==> src/rtl/fan_pkg.sv <==
// fan_pkg -- shared definitions for the FAN reduction network.
//
// Holds the lane geometry (data/row/ctrl widths), the derived lane width,
// the ctrl bit positions used by every adder stage, the lane field offsets
// and a helper that packs one lane as {ctrl, row, data}.
// Used by fan_line_packer, fan_ctrl_gen and the fan_adder stages.
package fan_pkg;

  localparam int N_STACK  = 4;   // data words stacked per lane
  localparam int DW_DATA  = 32;  // bits per data word
  localparam int DW_ROW   = 4;   // row-index width
  localparam int DW_CTRL  = 4;   // ctrl-field width (>= 3)
  localparam int NUM_LANE = 8;   // lanes per line (power of 2, >= 2)

  localparam int DW_PAYLOAD = N_STACK * DW_DATA;
  localparam int DW_LINE    = DW_PAYLOAD + DW_ROW + DW_CTRL;

  // Ctrl bit positions inside a lane's ctrl field
  localparam int CTRL_VALID  = DW_CTRL - 1;  // lane carries a product
  localparam int CTRL_CONT_R = 0;            // same row continues in lane i+1
  localparam int CTRL_CONT_L = 1;            // same row continues from lane i-1

  // Field offsets inside one lane
  localparam int LANE_DATA_LSB = 0;
  localparam int LANE_ROW_LSB  = DW_PAYLOAD;
  localparam int LANE_CTRL_LSB = DW_PAYLOAD + DW_ROW;

  // Fill counter must be able to hold NUM_LANE itself
  localparam int DW_CNT = $clog2(NUM_LANE) + 1;

  typedef logic [DW_PAYLOAD-1:0]       data_t;
  typedef logic [DW_ROW-1:0]           row_t;
  typedef logic [DW_CTRL-1:0]          ctrl_t;
  typedef logic [DW_LINE-1:0]          lane_t;
  typedef logic [NUM_LANE*DW_LINE-1:0] line_t;

  function automatic lane_t pack_lane(input ctrl_t ctrl, input row_t row, input data_t data);
    return {ctrl, row, data};
  endfunction

endpackage

==> src/rtl/fan_line_packer_if.sv <==
// fan_line_packer_if -- handshake bundle around the FAN line packer.
//
// Input stream  : s_valid / s_ready / s_data / s_row / s_last
// Output stream : m_valid / m_ready / m_line
// Both streams use valid/ready: a transfer happens on a rising clock edge
// where valid and ready are both 1; the sender holds valid and payload
// stable until that edge, and ready may depend combinationally on the
// receiver's own state only.
//
// master : the environment (drives s_*, m_ready)
// slave  : the packer      (drives s_ready, m_valid, m_line)
interface fan_line_packer_if;
  import fan_pkg::*;

  logic  s_valid;
  logic  s_ready;
  data_t s_data;
  row_t  s_row;
  logic  s_last;
  logic  m_valid;
  logic  m_ready;
  line_t m_line;

  modport master (
    output s_valid, s_data, s_row, s_last, m_ready,
    input  s_ready, m_valid, m_line
  );

  modport slave (
    input  s_valid, s_data, s_row, s_last, m_ready,
    output s_ready, m_valid, m_line
  );

endinterface

==> src/rtl/fan_ctrl_gen.sv <==
// fan_ctrl_gen -- combinational neighbour compare for one FAN line.
//
// Ports:
//   valid  in  NUM_LANE           per-lane valid mask
//   rows   in  NUM_LANE*DW_ROW    per-lane row index, lane i at [i*DW_ROW +: DW_ROW]
//   ctrl   out NUM_LANE*DW_CTRL   per-lane ctrl field, lane i at [i*DW_CTRL +: DW_CTRL]
//
// ctrl[CTRL_VALID] mirrors the lane valid; CONT_R/CONT_L flag that the
// right/left neighbour holds the same row. Edge lanes never flag outward.
module fan_ctrl_gen
  import fan_pkg::*;
(
  input  logic [NUM_LANE-1:0]         valid,
  input  logic [NUM_LANE*DW_ROW-1:0]  rows,
  output logic [NUM_LANE*DW_CTRL-1:0] ctrl
);

  for (genvar i = 0; i < NUM_LANE; i++) begin : g_lane
    logic cont_r;
    logic cont_l;

    if (i < NUM_LANE - 1) begin : g_right
      assign cont_r = valid[i] && valid[i+1] &&
                      (rows[i*DW_ROW +: DW_ROW] == rows[(i+1)*DW_ROW +: DW_ROW]);
    end else begin : g_right_edge
      assign cont_r = 1'b0;
    end

    if (i > 0) begin : g_left
      assign cont_l = valid[i] && valid[i-1] &&
                      (rows[i*DW_ROW +: DW_ROW] == rows[(i-1)*DW_ROW +: DW_ROW]);
    end else begin : g_left_edge
      assign cont_l = 1'b0;
    end

    always_comb begin
      ctrl[i*DW_CTRL +: DW_CTRL]              = '0;
      ctrl[i*DW_CTRL + CTRL_VALID]            = valid[i];
      ctrl[i*DW_CTRL + CTRL_CONT_R]           = cont_r;
      ctrl[i*DW_CTRL + CTRL_CONT_L]           = cont_l;
    end
  end

endmodule

==> src/rtl/fan_line_packer.sv <==
// fan_line_packer -- injection end of the FAN reduction network.
//
// Packs a serial stream of (data, row) products into NUM_LANE-lane lines,
// tags every lane with ctrl flags from fan_ctrl_gen, and hands lines to the
// first adder stage through a single output register.
//
// Ports:
//   clk        in   clock, rising edge
//   rst_n      in   asynchronous reset, active low
//   bus        slave modport of fan_line_packer_if (s_* in, m_* out)
//   stat_lines out  32-bit count of lines handed off   (FAN_PACK_STATS_EN)
//   stat_pad   out  32-bit count of padded lanes sent  (FAN_PACK_STATS_EN)
//
// Configuration macro: FAN_PACK_STATS_EN adds the two statistics counters.
//
// A line closes when the NUM_LANE-th element or an s_last element is
// accepted. A closing line goes straight into the output register when that
// register is free this cycle; otherwise it parks in the fill buffer
// (CLOSED) and the input stalls until the output register frees.
module fan_line_packer
  import fan_pkg::*;
(
  input  logic clk,
  input  logic rst_n,
  fan_line_packer_if.slave bus
`ifdef FAN_PACK_STATS_EN
  ,
  output logic [31:0] stat_lines,
  output logic [31:0] stat_pad
`endif
);

  localparam logic [0:0] ST_FILL   = 1'b0;
  localparam logic [0:0] ST_CLOSED = 1'b1;

  logic [0:0]                   state;
  logic [DW_CNT-1:0]            cnt;
  logic                         rdy_en;
  logic [NUM_LANE*DW_PAYLOAD-1:0] buf_data;
  logic [NUM_LANE*DW_ROW-1:0]     buf_row;

  logic [NUM_LANE*DW_PAYLOAD-1:0] asm_data;
  logic [NUM_LANE*DW_ROW-1:0]     asm_row;
  logic [NUM_LANE*DW_PAYLOAD-1:0] src_data;
  logic [NUM_LANE*DW_ROW-1:0]     src_row;
  logic [DW_CNT-1:0]              src_cnt;
  logic [NUM_LANE-1:0]            src_valid;
  logic [NUM_LANE*DW_CTRL-1:0]    src_ctrl;
  line_t                          src_line;

  logic out_free;
  logic accept;
  logic close_now;
  logic load;

  assign out_free     = !bus.m_valid || bus.m_ready;
  assign bus.s_ready  = rdy_en && !((state == ST_CLOSED) && !out_free);
  assign accept       = bus.s_valid && bus.s_ready;
  assign close_now    = accept && (state == ST_FILL) &&
                        (bus.s_last || (cnt == DW_CNT'(NUM_LANE - 1)));
  assign load         = (state == ST_FILL) ? (close_now && out_free) : out_free;

  // Fill buffer with the element offered this cycle dropped into lane cnt
  always_comb begin
    asm_data = buf_data;
    asm_row  = buf_row;
    asm_data[cnt[DW_CNT-2:0]*DW_PAYLOAD +: DW_PAYLOAD] = bus.s_data;
    asm_row[cnt[DW_CNT-2:0]*DW_ROW +: DW_ROW]         = bus.s_row;
  end

  // Line source for the output register: parked line when CLOSED,
  // otherwise the line being closed this cycle
  always_comb begin
    if (state == ST_CLOSED) begin
      src_data = buf_data;
      src_row  = buf_row;
      src_cnt  = cnt;
    end else begin
      src_data = asm_data;
      src_row  = asm_row;
      src_cnt  = cnt + 1'b1;
    end
  end

  fan_ctrl_gen u_ctrl_gen (
    .valid (src_valid),
    .rows  (src_row),
    .ctrl  (src_ctrl)
  );

  // Unfilled lanes are forced to all-zero so stale buffer contents never leak
  for (genvar i = 0; i < NUM_LANE; i++) begin : g_pack
    assign src_valid[i] = (DW_CNT'(i) < src_cnt);
    assign src_line[i*DW_LINE +: DW_LINE] = src_valid[i] ?
      pack_lane(src_ctrl[i*DW_CTRL +: DW_CTRL],
                src_row[i*DW_ROW +: DW_ROW],
                src_data[i*DW_PAYLOAD +: DW_PAYLOAD]) : '0;
  end

  always_ff @(posedge clk or negedge rst_n) begin
    if (!rst_n) begin
      state       <= ST_FILL;
      cnt         <= '0;
      rdy_en      <= 1'b0;
      buf_data    <= '0;
      buf_row     <= '0;
      bus.m_valid <= 1'b0;
      bus.m_line  <= '0;
    end else begin
      rdy_en <= 1'b1;

      if (load) begin
        bus.m_valid <= 1'b1;
        bus.m_line  <= src_line;
      end else if (bus.m_ready) begin
        bus.m_valid <= 1'b0;
      end

      case (state)
        ST_FILL: begin
          if (accept) begin
            buf_data <= asm_data;
            buf_row  <= asm_row;
            if (close_now && out_free) begin
              cnt <= '0;
            end else if (close_now) begin
              cnt   <= cnt + 1'b1;
              state <= ST_CLOSED;
            end else begin
              cnt <= cnt + 1'b1;
            end
          end
        end
        default: begin
          // Parked line leaves this cycle; a new element may start the next
          // line in lane 0 at the same edge
          if (out_free) begin
            if (accept) begin
              buf_data[0 +: DW_PAYLOAD] <= bus.s_data;
              buf_row[0 +: DW_ROW]      <= bus.s_row;
              cnt   <= DW_CNT'(1);
              state <= bus.s_last ? ST_CLOSED : ST_FILL;
            end else begin
              cnt   <= '0;
              state <= ST_FILL;
            end
          end
        end
      endcase
    end
  end

`ifdef FAN_PACK_STATS_EN
  logic [DW_CNT-1:0] out_pad;

  always_ff @(posedge clk or negedge rst_n) begin
    if (!rst_n) begin
      out_pad    <= '0;
      stat_lines <= '0;
      stat_pad   <= '0;
    end else begin
      if (load) begin
        out_pad <= DW_CNT'(NUM_LANE) - src_cnt;
      end
      if (bus.m_valid && bus.m_ready) begin
        stat_lines <= stat_lines + 32'd1;
        stat_pad   <= stat_pad + 32'(out_pad);
      end
    end
  end
`endif

endmodule

==> src/flat_wrapper.sv <==
// flat-port wrapper written by rule: the top's interface ports become plain ports
module fan_line_packer_flat import fan_pkg::*;
  (clk, rst_n, bus_s_valid, bus_s_data, bus_s_row, bus_s_last, bus_m_ready, bus_s_ready, bus_m_valid, bus_m_line);
  fan_line_packer_if bus_i ();
  input  logic clk;
  input  logic rst_n;
  input wire logic [$bits(bus_i.s_valid)-1:0] bus_s_valid;
  input wire logic [$bits(bus_i.s_data)-1:0] bus_s_data;
  input wire logic [$bits(bus_i.s_row)-1:0] bus_s_row;
  input wire logic [$bits(bus_i.s_last)-1:0] bus_s_last;
  input wire logic [$bits(bus_i.m_ready)-1:0] bus_m_ready;
  output wire logic [$bits(bus_i.s_ready)-1:0] bus_s_ready;
  output wire logic [$bits(bus_i.m_valid)-1:0] bus_m_valid;
  output wire logic [$bits(bus_i.m_line)-1:0] bus_m_line;
  assign bus_i.s_valid = bus_s_valid;
  assign bus_i.s_data = bus_s_data;
  assign bus_i.s_row = bus_s_row;
  assign bus_i.s_last = bus_s_last;
  assign bus_i.m_ready = bus_m_ready;
  assign bus_s_ready = bus_i.s_ready;
  assign bus_m_valid = bus_i.m_valid;
  assign bus_m_line = bus_i.m_line;
  fan_line_packer u_core (.clk(clk), .rst_n(rst_n), .bus(bus_i));
endmodule
==> config.mk <==
export PLATFORM = sky130hd
export DESIGN_NAME = fan_line_packer_flat
export DESIGN_NICKNAME = d
export VERILOG_FILES = /design/src/rtl/fan_pkg.sv /design/src/rtl/fan_line_packer_if.sv /design/src/rtl/fan_ctrl_gen.sv /design/src/rtl/fan_line_packer.sv /design/src/flat_wrapper.sv
export SDC_FILE = /design/constraint.sdc
export NUM_CORES = 2
export LEC_CHECK = 0
export BUFFER_PORTS_ARGS = -buffer_cell sky130_fd_sc_hd__buf_2
export CAP_MARGIN = 0
export CORE_AREA = 2 2 472 474
export DETAILED_ROUTE_END_ITERATION = 12
export DIE_AREA = 0 0 474 476
export GPL_ROUTABILITY_DRIVEN = 0
export PLACE_DENSITY = 0.71
export SKIP_LAST_GASP = 1
export SYNTH_ARGS = -nofsm -noshare
export SYNTH_HDL_FRONTEND = slang
export SYNTH_SLANG_ARGS = --single-unit
==> constraint.sdc <==
create_clock -name clk -period 7.6 [get_ports clk]
set_clock_uncertainty 0.2 [all_clocks]
set_input_delay 1.52 -clock clk [delete_from_list [all_inputs] [get_ports clk]]
set_output_delay 1.52 -clock clk [all_outputs]
set_load 0.02 [all_outputs]
==> results.ini <==
[power_and_ir_drop]
power_leakage_nw = 53.9
p_per_area_nw_per_um2 = 421
netSwitchingFraction_pct = 38.9
clockPowerShare_pct = 24.6
intPower_w = 0.0271
vdd_ir_drop_max_mv = 0.264
seq_power_share_pct = 41.4
switchingPower_w = 0.0172
power_frac_comb_pct = 34.0

[worst_setup_path]
critPathLaunch = u_core.cnt[0]
crit_fanout = 47
critPathLaunchType = flip-flop
cp-end-kind = flip-flop
reg2reg_from = u_core.cnt[0]
crit_type = reg -> reg
worstPathRequired_ns = 8.11
crit_arrival_ns = 5.51

[sta]
finalCriticalPeriod_ns = 5.00
slew_headroom_pct = 13.6
worst_pin_slew_ns = 1.30
rsz0062_at_grt = false
slew_viol_final = 0
final.setup.tns_ns = 0
max_freq_ghz = 0.200
finalHoldViolCount = 0
setup_viol = 0
period_share_pct = 65.9

[run]
drv_cap = 0

[floorplanning]
rows = 173
floorplan.initialDensity_pct = 40.7
die_area_um2 = 226000
die_w_um = 474
die_h_um = 476
coreArea_um2 = 221000
ioPinCount = 1227

[logic_synthesis]
synth_edf_count = 0
syn_area_um2 = 89900
yosysWarnings = 0
yosysUniqueCellTypes = 71
async_flop_share_pct = 100
syn_avg_cell_area_um2 = 10.7
ys.flop_type = dfrtp_1
syn_inst = 8364
synth-seq-cells = 2141
ys_seq_area_share_pct = 59.6

[cts]
cts_max_level = 4
post_cts_buffers = 0
post_cts_resize_count = 0
cts_sinks = 2141
cts_buffers = 217
cts-hold-fix-buffers = 0
cts_tree = built
path_clk_slew_ns = 0.07
clock_latency_ns = 0.88
clockBufferDepth = 3
cts-root-buf = clkbuf_16

[layout]
final_cell_mix = dfrtp_1, nand2_1, buf_2
syn_to_final_growth_pct = 17.0
final_nets = 9301
final_area_um2 = 105000
final_common_cell = dfrtp_1
drive_above_1_share_pct = 24.1

[route]
first_pass_iters = 6
num_vias = 68900
wirelength_um = 298000
drt_iter0_markers = 7097
wl_per_cell_um = 24.2
via_per_inst = 5.59
ant_nets = 0
route.detailed.drc = 0

[worst_hold_path]
hp-class = reg -> reg
hp-start = u_core.bus.m_line[434]

[status]
outcome = finished, final reports clean

[global_route]
grt_first_pass_wirelength_um = 439000
grtUsageTotal_pct = 25.6
overflow = 0
grt_max_degree = 238
grt_pass1_vias = 67000
antenna_found_initial = 19

[placed_design]
hpwl_um = 196000
io_buffers = 1216
placedInstanceArea_um2 = 97800

==> critical path, cell delays in order, from the launching register on <==
cell and delay [ns]:
dfrtp_4 0.80, buf_4 0.62, ha_1 0.39, nand3b_1 0.17
o32ai_4 0.27, buf_4 0.34, nand3_2 0.23, o21ai_4 0.69
buf_4 0.69, o21ai_0 0.23
==> cell usage after synthesis (56+ instances only) <==
| cell | count | area (µm²) |
|---|---|---|
| mux2i_1 | 603 | 6040 |
| mux2_1 | 87 | 980 |
| o21ai_0 | 1193 | 5970 |
| buf_1 | 65 | 244 |
| nand2_1 | 1645 | 6170 |
| clkbuf_1 | 445 | 1670 |
| o31ai_1 | 276 | 2070 |
| dfrtp_1 | 2141 | 53600 |
| o21ai_1 | 56 | 280 |
| nor2_1 | 440 | 1650 |
| mux2_2 | 533 | 6000 |
| buf_2 | 187 | 936 |
| a21oi_1 | 429 | 2150 |
==> sequential cells by signal, summed over array words and instances (netlist names) <==
| signal | flops |
|---|---|
| u_core.buf_data | 1024 |
| u_core.buf_row | 32 |
| u_core.bus.m_line | 1078 |
| u_core.bus.m_valid | 1 |
| u_core.cnt | 4 |
| u_core.rdy_en | 1 |
| u_core.state | 1 |
==> power groups by stage <==
stage          sequential [W]  combinational [W]  clock [W]
2_1_floorplan          0.0197            0.00777          0
3_3_place_gp           0.0181             0.0146          0
3_5_place_dp           0.0184             0.0150          0
4_1_cts                0.0182             0.0150     0.0110
5_1_grt                0.0187             0.0164     0.0115
6_report               0.0183             0.0151     0.0109
==> layout make-up <==
cell class | count | area (µm²)
Tap cell | 2975 | 3720
Timing Repair Buffer | 1321 | 7340
Multi-Input combinational cell | 5475 | 33200
Antenna cell | 9 | 22.5
Fill cell | 19900 | 116000
Sequential cell | 2141 | 53600
Clock buffer | 327 | 6500
Clock inverter | 65 | 790
Inverter | 4 | 15.0
==> logic make-up (layout without fill, tap and decap cells) <==
kind of cell / after synthesis / in the layout / synth area share (%)
simple gates: 2189 / 2189 / 9.54
flops: 2141 / 2141 / 59.6
compound gates: 2036 / 2036 / 12.4
mux: 1223 / 1223 / 14.5
buf+inv: 757 / 1717 / 3.74
xor+xnor: 12 / 12 / 0.125
fa+ha+maj: 4 / 4 / 0.0557
other cells: 2 / 20 / 0.00836
==> final timing paths <==
kind,to,slack [ns],cells after the start
max in group asynchronous,u_core.buf_data[488],4.89,2
min in group asynchronous,u_core.buf_data[37],0.41,1
min reg2reg,u_core.bus.m_line[434],0.27,2
min,u_core.bus.m_line[434],0.27,2
max,u_core.bus.m_line[84],2.60,9
max reg2reg,u_core.bus.m_line[84],2.60,9
==> per-stage QoR <==
| step | hold slack, ns | utilization, % | std cells | worst slack, ns | power (W) |
|---|---|---|---|---|---|
| 2_1_floorplan | 0.244 | - | 8373 | 3.57 | 0.0274 |
| 3_3_place_gp | 0.254 | 44.3 | 11900 | 2.73 | 0.0327 |
| 3_5_place_dp | 0.260 | 44.3 | 11900 | 2.63 | 0.0333 |
| 4_1_cts | 0.274 | 47.6 | 12300 | 2.68 | 0.0443 |
| 5_1_grt | 0.290 | 47.6 | 12300 | 2.46 | 0.0465 |
| 6_report | 0.271 | 47.6 | 12300 | 2.60 | 0.0443 |
==> layer usage <==
| layer | routed length [µm] | part of all wire [%] | global-route usage [%] |
|---|---|---|---|
| met1 | 118000 | 39 | 32.8 |
| met2 | 135000 | 45 | 39.3 |
| met3 | 27600 | 9.2 | 7.10 |
| met4 | 18400 | 6.2 | 14.2 |
| met5 | 111 | 0.037 | 0 |
(Power assumes the default switching activity.)
